File: src/rtl/uart_pkg.sv
// Shared UART definitions: frame state encoding, default frame shape and parity helper.
// Imported by both the transmitter and the receiver so their framing always agrees.
package uart_pkg;

   typedef enum logic [2:0] {
      ST_IDLE   = 3'b000,
      ST_START  = 3'b001,
      ST_DATA   = 3'b010,
      ST_PARITY = 3'b100,
      ST_STOP   = 3'b011
   } uart_state_t;

   localparam int UART_DATA_BITS = 8;
   localparam int UART_STOP_BITS = 1;

   // Payloads narrower than 8 bits are zero-extended, which leaves the XOR unchanged.
   function automatic logic uart_parity(input logic [7:0] data, input logic odd);
      return (^data) ^ odd;
   endfunction

endpackage

File: src/rtl/uart_tx.sv
// UART transmitter: start bit, DATA_BITS LSB first, optional parity, STOP_BITS stop bits.
// Bit timing from the external pulse_tx tick; one frame at a time, tx_start ignored while busy.
module uart_tx
   import uart_pkg::*;
#(
   parameter int DATA_BITS  = UART_DATA_BITS,
   parameter int PARITY_EN  = 0,
   parameter int PARITY_ODD = 0,
   parameter int STOP_BITS  = UART_STOP_BITS
) (
   input  logic                 clk,
   input  logic                 rst,
   input  logic                 pulse_tx,
   input  logic                 tx_start,
   input  logic [DATA_BITS-1:0] tx_data,
   output logic                 tx,
   output logic                 tx_busy,
   output logic                 tx_done
);

   localparam int CW = (DATA_BITS > 1) ? $clog2(DATA_BITS) : 1;

   uart_state_t          r_state;
   logic [CW-1:0]        r_cnt;
   logic [DATA_BITS-1:0] r_shift;
   logic                 r_par;
   logic                 r_pending;
   logic                 r_stop_cnt;
   logic                 r_tx;
   logic                 r_busy;
   logic                 r_done;
   logic [7:0]           w_data_ext;

   always_comb begin
      w_data_ext                = '0;
      w_data_ext[DATA_BITS-1:0] = tx_data;
   end

   always_ff @(posedge clk) begin
      if (!rst) begin
         r_state    <= ST_IDLE;
         r_cnt      <= '0;
         r_shift    <= '0;
         r_par      <= 1'b0;
         r_pending  <= 1'b0;
         r_stop_cnt <= 1'b0;
         r_tx       <= 1'b1;
         r_busy     <= 1'b0;
         r_done     <= 1'b0;
      end else begin
         r_done <= 1'b0;
         case (r_state)
            ST_IDLE: begin
               r_tx <= 1'b1;
               // pending is still 0 on the acceptance edge, so a tick there cannot start a short start bit
               if (r_pending && pulse_tx) begin
                  r_state <= ST_START;
                  r_tx    <= 1'b0;
               end
            end
            ST_START: begin
               if (pulse_tx) begin
                  r_state <= ST_DATA;
                  r_tx    <= r_shift[0];
                  r_cnt   <= '0;
               end
            end
            ST_DATA: begin
               if (pulse_tx) begin
                  if (r_cnt == CW'(DATA_BITS - 1)) begin
                     if (PARITY_EN != 0) begin
                        r_state <= ST_PARITY;
                        r_tx    <= r_par;
                     end else begin
                        r_state    <= ST_STOP;
                        r_tx       <= 1'b1;
                        r_stop_cnt <= 1'b0;
                     end
                  end else begin
                     r_shift <= r_shift >> 1;
                     r_tx    <= r_shift[1];
                     r_cnt   <= r_cnt + 1'b1;
                  end
               end
            end
            ST_PARITY: begin
               if (pulse_tx) begin
                  r_state    <= ST_STOP;
                  r_tx       <= 1'b1;
                  r_stop_cnt <= 1'b0;
               end
            end
            ST_STOP: begin
               r_tx <= 1'b1;
               if (pulse_tx) begin
                  if (r_stop_cnt == 1'(STOP_BITS - 1)) begin
                     r_state   <= ST_IDLE;
                     r_pending <= 1'b0;
                     r_busy    <= 1'b0;
                     r_done    <= 1'b1;
                  end else begin
                     r_stop_cnt <= 1'b1;
                  end
               end
            end
            default: begin
               r_state   <= ST_IDLE;
               r_tx      <= 1'b1;
               r_busy    <= 1'b0;
               r_pending <= 1'b0;
            end
         endcase

         // Parity is taken from the whole byte at capture time, not from the shifting copy.
         if (tx_start && !r_busy) begin
            r_shift   <= tx_data;
            r_par     <= uart_parity(w_data_ext, 1'(PARITY_ODD));
            r_pending <= 1'b1;
            r_busy    <= 1'b1;
         end
      end
   end

   assign tx      = r_tx;
   assign tx_busy = r_busy;
   assign tx_done = r_done;

endmodule

File: config.mk
export PLATFORM = sky130hd
export DESIGN_NAME = uart_tx
export DESIGN_NICKNAME = d
export VERILOG_FILES = /design/src/rtl/uart_pkg.sv /design/src/rtl/uart_tx.sv
export SDC_FILE = /design/constraint.sdc
export NUM_CORES = 1
export LEC_CHECK = 0
export BUFFER_PORTS_ARGS = -buffer_cell sky130_fd_sc_hd__buf_2
export CAP_MARGIN = 10
export CORE_MARGIN = 4
export CORE_UTILIZATION = 37
export CTS_CLUSTER_DIAMETER = 80
export DETAILED_ROUTE_END_ITERATION = 10
export PLACE_DENSITY = 0.69
export SYNTH_ARGS = -nofsm -noshare
export SYNTH_HDL_FRONTEND = slang
export SYNTH_SLANG_ARGS = --single-unit
export TNS_END_PERCENT = 100
File: constraint.sdc
create_clock -name clk -period 1.5 [get_ports clk]
set_input_delay 0.15 -clock clk [delete_from_list [all_inputs] [get_ports clk]]
set_output_delay 0.15 -clock clk [all_outputs]
set_load 0.1 [all_outputs]
# [Word level (Yosys, flattened, before mapping)]
# Cells that the tools add are included.
[word_totals] reg_bits=18 output_inout_bits=3
[classes] add_sub_neg=1 reduce_logical=16 eq_ne=17 mux=33
[op_table] op="8-bit 2-to-1 mux" count=4
[op_table] op="3-bit 2-to-1 mux" count=10
[op_table] op="2-bit inequality test (second input constant)" count=8
[op_table] op="3-bit case mux with 5 select lines" count=1
[op_table] op="1-bit 2-to-1 mux" count=14
[op_table] op="3-bit AND reduction" count=4
[op_table] op="7-bit AND reduction" count=1
[op_table] op="3-bit by 2-bit equality test with 1-bit output (second input constant)" count=2
[op_table] op="3-bit equality test (second input constant)" count=2
[op_table] op="3-bit inequality test (second input constant)" count=2
[op_table] op="3-bit case mux with 2 select lines" count=1
[op_table] op="2-bit nonzero test" count=3
[op_table] op="5-bit AND reduction" count=1
[op_table] op="2-bit by 1-bit inequality test with 1-bit output (second input constant)" count=2
[op_table] op="1-bit case mux with 4 select lines" count=1
[op_table] op="4-bit AND reduction" count=1
[op_table] op="4-bit OR reduction" count=1
[op_table] op="3-bit by 1-bit adder with 3-bit output (second input constant)" count=1
[op_table] op="3-bit by 1-bit equality test with 1-bit output (second input constant)" count=1
[op_table] op="3-bit zero test" count=1
[op_table] op="1-bit case mux with 3 select lines" count=1
[op_table] op="3-bit nonzero test" count=1
[op_table] op="1-bit logical AND" count=2
[op_table] op="1-bit case mux with 2 select lines" count=1
[op_table] op="1-bit zero test" count=1

# [Logic depth before layout (Yosys ltp)]
[depth] word_depth=5 ltp_mapped=7 mapped_depth_nobuf=5

# [Worst setup path after synthesis]
# No wires, ideal clock.
[synth_timing] path_type="register to register" from="register r_busy, in the netlist tx_busy" to="register r_shift[2]" stages_incl_launch_ff=6 required_time_ps=1420 t_arrival_ps=1791 path_buffers=2 path_slack_ps=-371 period_less_slack_ps=1871 cell_sequence="dfxtp_1 nor2b_1 buf_2 or2_1 buf_6 a211oi_2"
[synth_between] elab_chain_cells=4
[synth_rtl] item="start: declaration" line_no="uart_tx.sv:30" text="logic r_busy;"
[synth_rtl] item="start signal: assignment" line_no="uart_tx.sv:48" text="r_busy <= 1'b0;"
[synth_rtl] item="start signal: assignment" line_no="uart_tx.sv:99" text="r_busy <= 1'b0;"
[synth_rtl] item="start signal: assignment" line_no="uart_tx.sv:109" text="r_busy <= 1'b0;"
[synth_rtl] item="1-bit zero test *" line_no="uart_tx.sv:115" text="if (tx_start && !r_busy) begin"
[synth_rtl] item="1-bit logical AND *" line_no="uart_tx.sv:115"
[synth_rtl] item="2-bit by 1-bit inequality test with 1-bit output (no source line) / 2-bit nonzero test (equally long branches)"
[synth_rtl] item="3-bit AND reduction (no source line)"
[synth_rtl] item="end signal: assignment" line_no="uart_tx.sv:80" text="r_shift <= r_shift >> 1;"
[synth_rtl] item="end signal: assignment" line_no="uart_tx.sv:116" text="r_shift <= tx_data;"
[synth_rtl] item="end: declaration" line_no="uart_tx.sv:25" text="logic [DATA_BITS-1:0] r_shift;"
# Mark *: on every way between the ends. The rest lies on a longest branch, timed or not.
# A chain may end at the register's enable or synchronous reset.

# [Worst setup path in the final report]
[layout_timing] from="register r_cnt[0]" to="register r_state[1]"
[layout_between] elab_chain_cells=3
[layout_rtl] item="start: declaration" line_no="uart_tx.sv:24" text="logic [CW-1:0] r_cnt;"
[layout_rtl] item="start signal: assignment" line_no="uart_tx.sv:82" text="r_cnt <= r_cnt + 1'b1;"
[layout_rtl] item="3-bit equality test" line_no="uart_tx.sv:70" text="if (r_cnt == CW'(DATA_BITS - 1)) begin"
[layout_rtl] item="2-bit inequality test (no source line)"
[layout_rtl] item="7-bit AND reduction (no source line)"
[layout_rtl] item="end signal: assignment" line_no="uart_tx.sv:72" text="r_state <= ST_PARITY;"
[layout_rtl] item="end signal: assignment" line_no="uart_tx.sv:75" text="r_state <= ST_STOP;"
[layout_rtl] item="end signal: assignment" line_no="uart_tx.sv:88" text="r_state <= ST_STOP;"
[layout_rtl] item="end: declaration" line_no="uart_tx.sv:23" text="uart_state_t r_state;"
# Every way passes these cells.

==> results.md <==
Clocking:
- The clock reaches the later pin of the worst-skew pair after 0.30 ns.
- The clock passes through at most 2 buffers.
- Buffers inserted to repair hold after CTS numbered 0.
- CTS built an H-tree with a depth of 1.
- TritonCTS built the clock tree.
- The number of sinks on the clock net is 16.
- The clock transition at the registers of the reported paths is 0.10 ns.
- The TritonCTS buffer count is 3.
- The clock root buffer master is sky130_fd_sc_hd__clkbuf_4.

Logic synthesis:
- The count of flip-flops with a built-in enable after synthesis is 0.
- The number of warning messages in the yosys log is 0.
- Averaged over all synthesized cells, the footprint is 9.80 sq um.
- Ranked by total cell area, the synthesized netlist is headed by sky130_fd_sc_hd__dfxtp_1, sky130_fd_sc_hd__mux2i_1, sky130_fd_sc_hd__a211oi_2.
- Summed over its instances, the top area cell type makes up 34.8% of the synthesized netlist area.
- The synthesized design spends more area on one cell type than any other, namely sky130_fd_sc_hd__dfxtp_1.
- In this run, synthesis produced a sequential element count of 16.
- The share of synthesized registers carrying an async set or reset is 0%.
- After synthesis, flip-flops and latches occupy 34.8% of the total area.
- After synthesis the cells add up to 921 sq um.
- The post-synthesis cell type count is 25.
- Among all flip-flop cells after synthesis, the most frequent one is sky130_fd_sc_hd__dfxtp_1.
- The count of mapped cells out of synthesis is 94.
- The synthesized netlist net count is 113.

Floorplan:
- The floorplan step set the die width to 57.9 microns.
- The total core area is 2300 sq um.
- The initial standard-cell utilization of the core is 40.1%.
- The die is 57.9 microns tall.
- The floorplan has 17 rows.
- The I/O pin total is 15.
- The floorplan step defined a die boundary enclosing 3350 sq um.

GRT:
- In the global route stage, overall resource usage came out at 12.7%.
- Entering global routing, the biggest net connects 13 pins.
- The remaining global-route overflow is 0.
- The via count of the first global-routing pass is 757.
- The wire length of the first global-routing pass is 3.16 mm.
- The initial antenna violation count is 0.

Final layout:
- The total number of nets in the final design is 142.
- Of the cells placed in the final design, the portion with a size suffix greater than 1 is 45.1%.
- The post-route cell area is 1200 sq um.
- The register cell area after layout is 329 sq um.
- The filler cells instantiated in the layout total 236.
- The multi-input gate area in the final layout is 601 sq um.
- The area added between synthesis and finish is 30.6%.
- The top cell types in the final layout, fill and taps aside, are sky130_fd_sc_hd__buf_2, sky130_fd_sc_hd__buf_4, sky130_fd_sc_hd__dfxtp_1.
- 0 antenna diodes ended up in the layout.

Route:
- The number of DRC markers in iteration 0 is 2.
- The number of remaining DRC errors is 0.
- The wire length reported by the detailed router is 1.88 mm.
- The first detailed-routing pass took 2 iterations.
- The routed wire length per instance is 12.5 microns.
- The vias after detailed routing is 768.
- Dividing the detail-routed via count by the number of cells gives 5.12.
- The detail route stage leaves a number of antenna-violating nets equal to 0.

STA:
- The final setup violation count is 2.
- The clock arrives with 0.00352 ns of skew.
- Setup total negative slack on the finished layout was measured at -0.0614 ns.
- The worst slew margin relative to its limit is 66.9%.
- Setup repair after global routing could not meet its margin everywhere.
- After layout, the minimum clock period comes to 1.54 ns.
- The number of hold violations in the final report came to 0.
- The final number of max-transition violations is 0.
- The highest achievable clock rate is 650 MHz.
- The final worst-path setup slack is -0.0393 ns.
- Of the available clock period, the critical path in the final layout requires 103%.
- For the pin with the worst max-slew slack, the measured transition is 0.496 ns.

Worst setup path:
- The critical path is of the reg2reg type.
- The worst setup path endpoint is r_state[1].
- The launch instance of the worst register-to-register path is r_cnt[0].
- Measured in cells, the most critical reg-to-reg path has a length of 5.
- The arrival time reported for the critical path endpoint is 1.77 ns.
- The worst setup path is captured at a flop.
- Along the worst path, the maximum fanout reaches 5.
- Setup slack on the worst reg-to-reg path comes out at -0.04 ns.
- The required time of the worst setup path is 1.73 ns.
- STA classifies the critical path startpoint as a flop.
- The most critical setup path has its startpoint at r_cnt[0].
- The worst register-to-register path ends at r_state[1].

Placed design:
- The total placed instance area is 1090 sq um.
- Once detailed placement completed, the half-perimeter wirelength came to 1.35 mm.
- Before CTS, the worst setup slack after placement is -0.0753 ns.
- The global placer's final weighted congestion is 0.769.
- Buffers placed on the I/O ports in this run total 14.

Power:
- The leakage power is 0.506 nW.
- The power density normalized to cell area is 1190 nW/um^2.
- IR analysis of the VDD net gives a maximum drop of 0.681 mV.

Worst hold path:
- The path class of the tightest hold or removal check is in2reg.

Job:
- The count of max-cap constraint violations is 0.

Run status:
- The final reports fail on setup timing.
- The run finished, with violations left.
-- through the flow --
stage	hold slack (ns)	util, %	cells	total power, mW
finish	0.100	52.3	150	1.43
detailed placement	0.410	47.5	140	1.08
global placement	0.403	47.5	140	1.06
global route	0.102	52.3	150	1.53
CTS	0.0854	51.6	149	1.43
floorplan	0.226	-	94	0.941
-- routing by layer --
metal,vias to the layer above,track usage (%),part of all wire (%)
met2,10,22.3,52
li1,391,-,-
met4,0,6.95,2.3
met3,5,4.90,5.0
met1,362,12.8,41
met5,-,0,0
-- synthesized netlist by cell type, types with 2 or more instances --
cell type,instances
sky130_fd_sc_hd__nand2_1,7
sky130_fd_sc_hd__nor2_1,2
sky130_fd_sc_hd__a211oi_2,7
sky130_fd_sc_hd__nor3_1,7
sky130_fd_sc_hd__and2_1,3
sky130_fd_sc_hd__and3b_1,3
sky130_fd_sc_hd__dfxtp_1,16
sky130_fd_sc_hd__ha_1,7
sky130_fd_sc_hd__buf_2,2
sky130_fd_sc_hd__buf_6,2
sky130_fd_sc_hd__o21ai_0,7
sky130_fd_sc_hd__nor2b_1,2
sky130_fd_sc_hd__inv_1,4
sky130_fd_sc_hd__a21oi_1,5
sky130_fd_sc_hd__mux2i_1,9
sky130_fd_sc_hd__nor3b_1,2
-- where the power goes --
group	switching [mW]	leakage, nW	internal [mW]
logic	0.328	0.351	0.273
registers	0.0406	0.134	0.488
clock network	0.152	0.0210	0.148
-- critical path, cell delays in order (launching register included) --
cell and delay [ns]:
sky130_fd_sc_hd__dfxtp_2 0.37, sky130_fd_sc_hd__ha_4 0.14, sky130_fd_sc_hd__ha_4 0.14, sky130_fd_sc_hd__and2b_1 0.20, sky130_fd_sc_hd__a2111oi_4 0.40, sky130_fd_sc_hd__mux2i_1 0.23
-- area by class of cell --
cell class              instances  share of cell area [%]
well taps                      28                    2.91
flip-flops and latches         16                    27.4
repair buffers                 29                    15.5
multi-input cells              69                    49.9
inverters                       4                    1.25
clock buffers                   4                    3.02
-- cells by family (layout without fill, tap and decap cells) --
logic type	after synthesis	in the layout	share of synthesized area, %
flip-flops	16	16	34.8
adder cells (fa/ha/maj)	7	7	9.51
multiplexers	9	9	9.78
buffers and inverters	9	37	5.57
AND/OR/NAND/NOR	30	30	18.6
AO/OA/AOI/OAI	23	23	21.7
-- worst min-delay path by stage --
stage / cells past startpoint / slack [ns] / endpoint / startpoint
floorplan: 1 / 0.23 / tx / rst
global placement: 2 / 0.40 / tx / rst
detailed placement: 2 / 0.41 / tx / rst
CTS: 2 / 0.09 / tx / rst
global route: 2 / 0.10 / tx / rst
finish: 2 / 0.10 / tx / rst
-- repair_timing --
| item | 4_1_cts | 5_1_grt |
|---|---|---|
| endpoints found under the setup margin | 8 | 7 |
| buffers inserted | 5 | 1 |
| pin swaps | 2 | 2 |
| resized for setup | 5 | 5 |
-- state kept, by name, indices dropped and copies added, names as in the netlist --
| register | count |
|---|---|
| r_shift | 8 |
| r_cnt | 3 |
| r_state | 2 |
| tx | 1 |
| tx_busy | 1 |
| tx_done | 1 |
(Power assumes the default switching activity.)
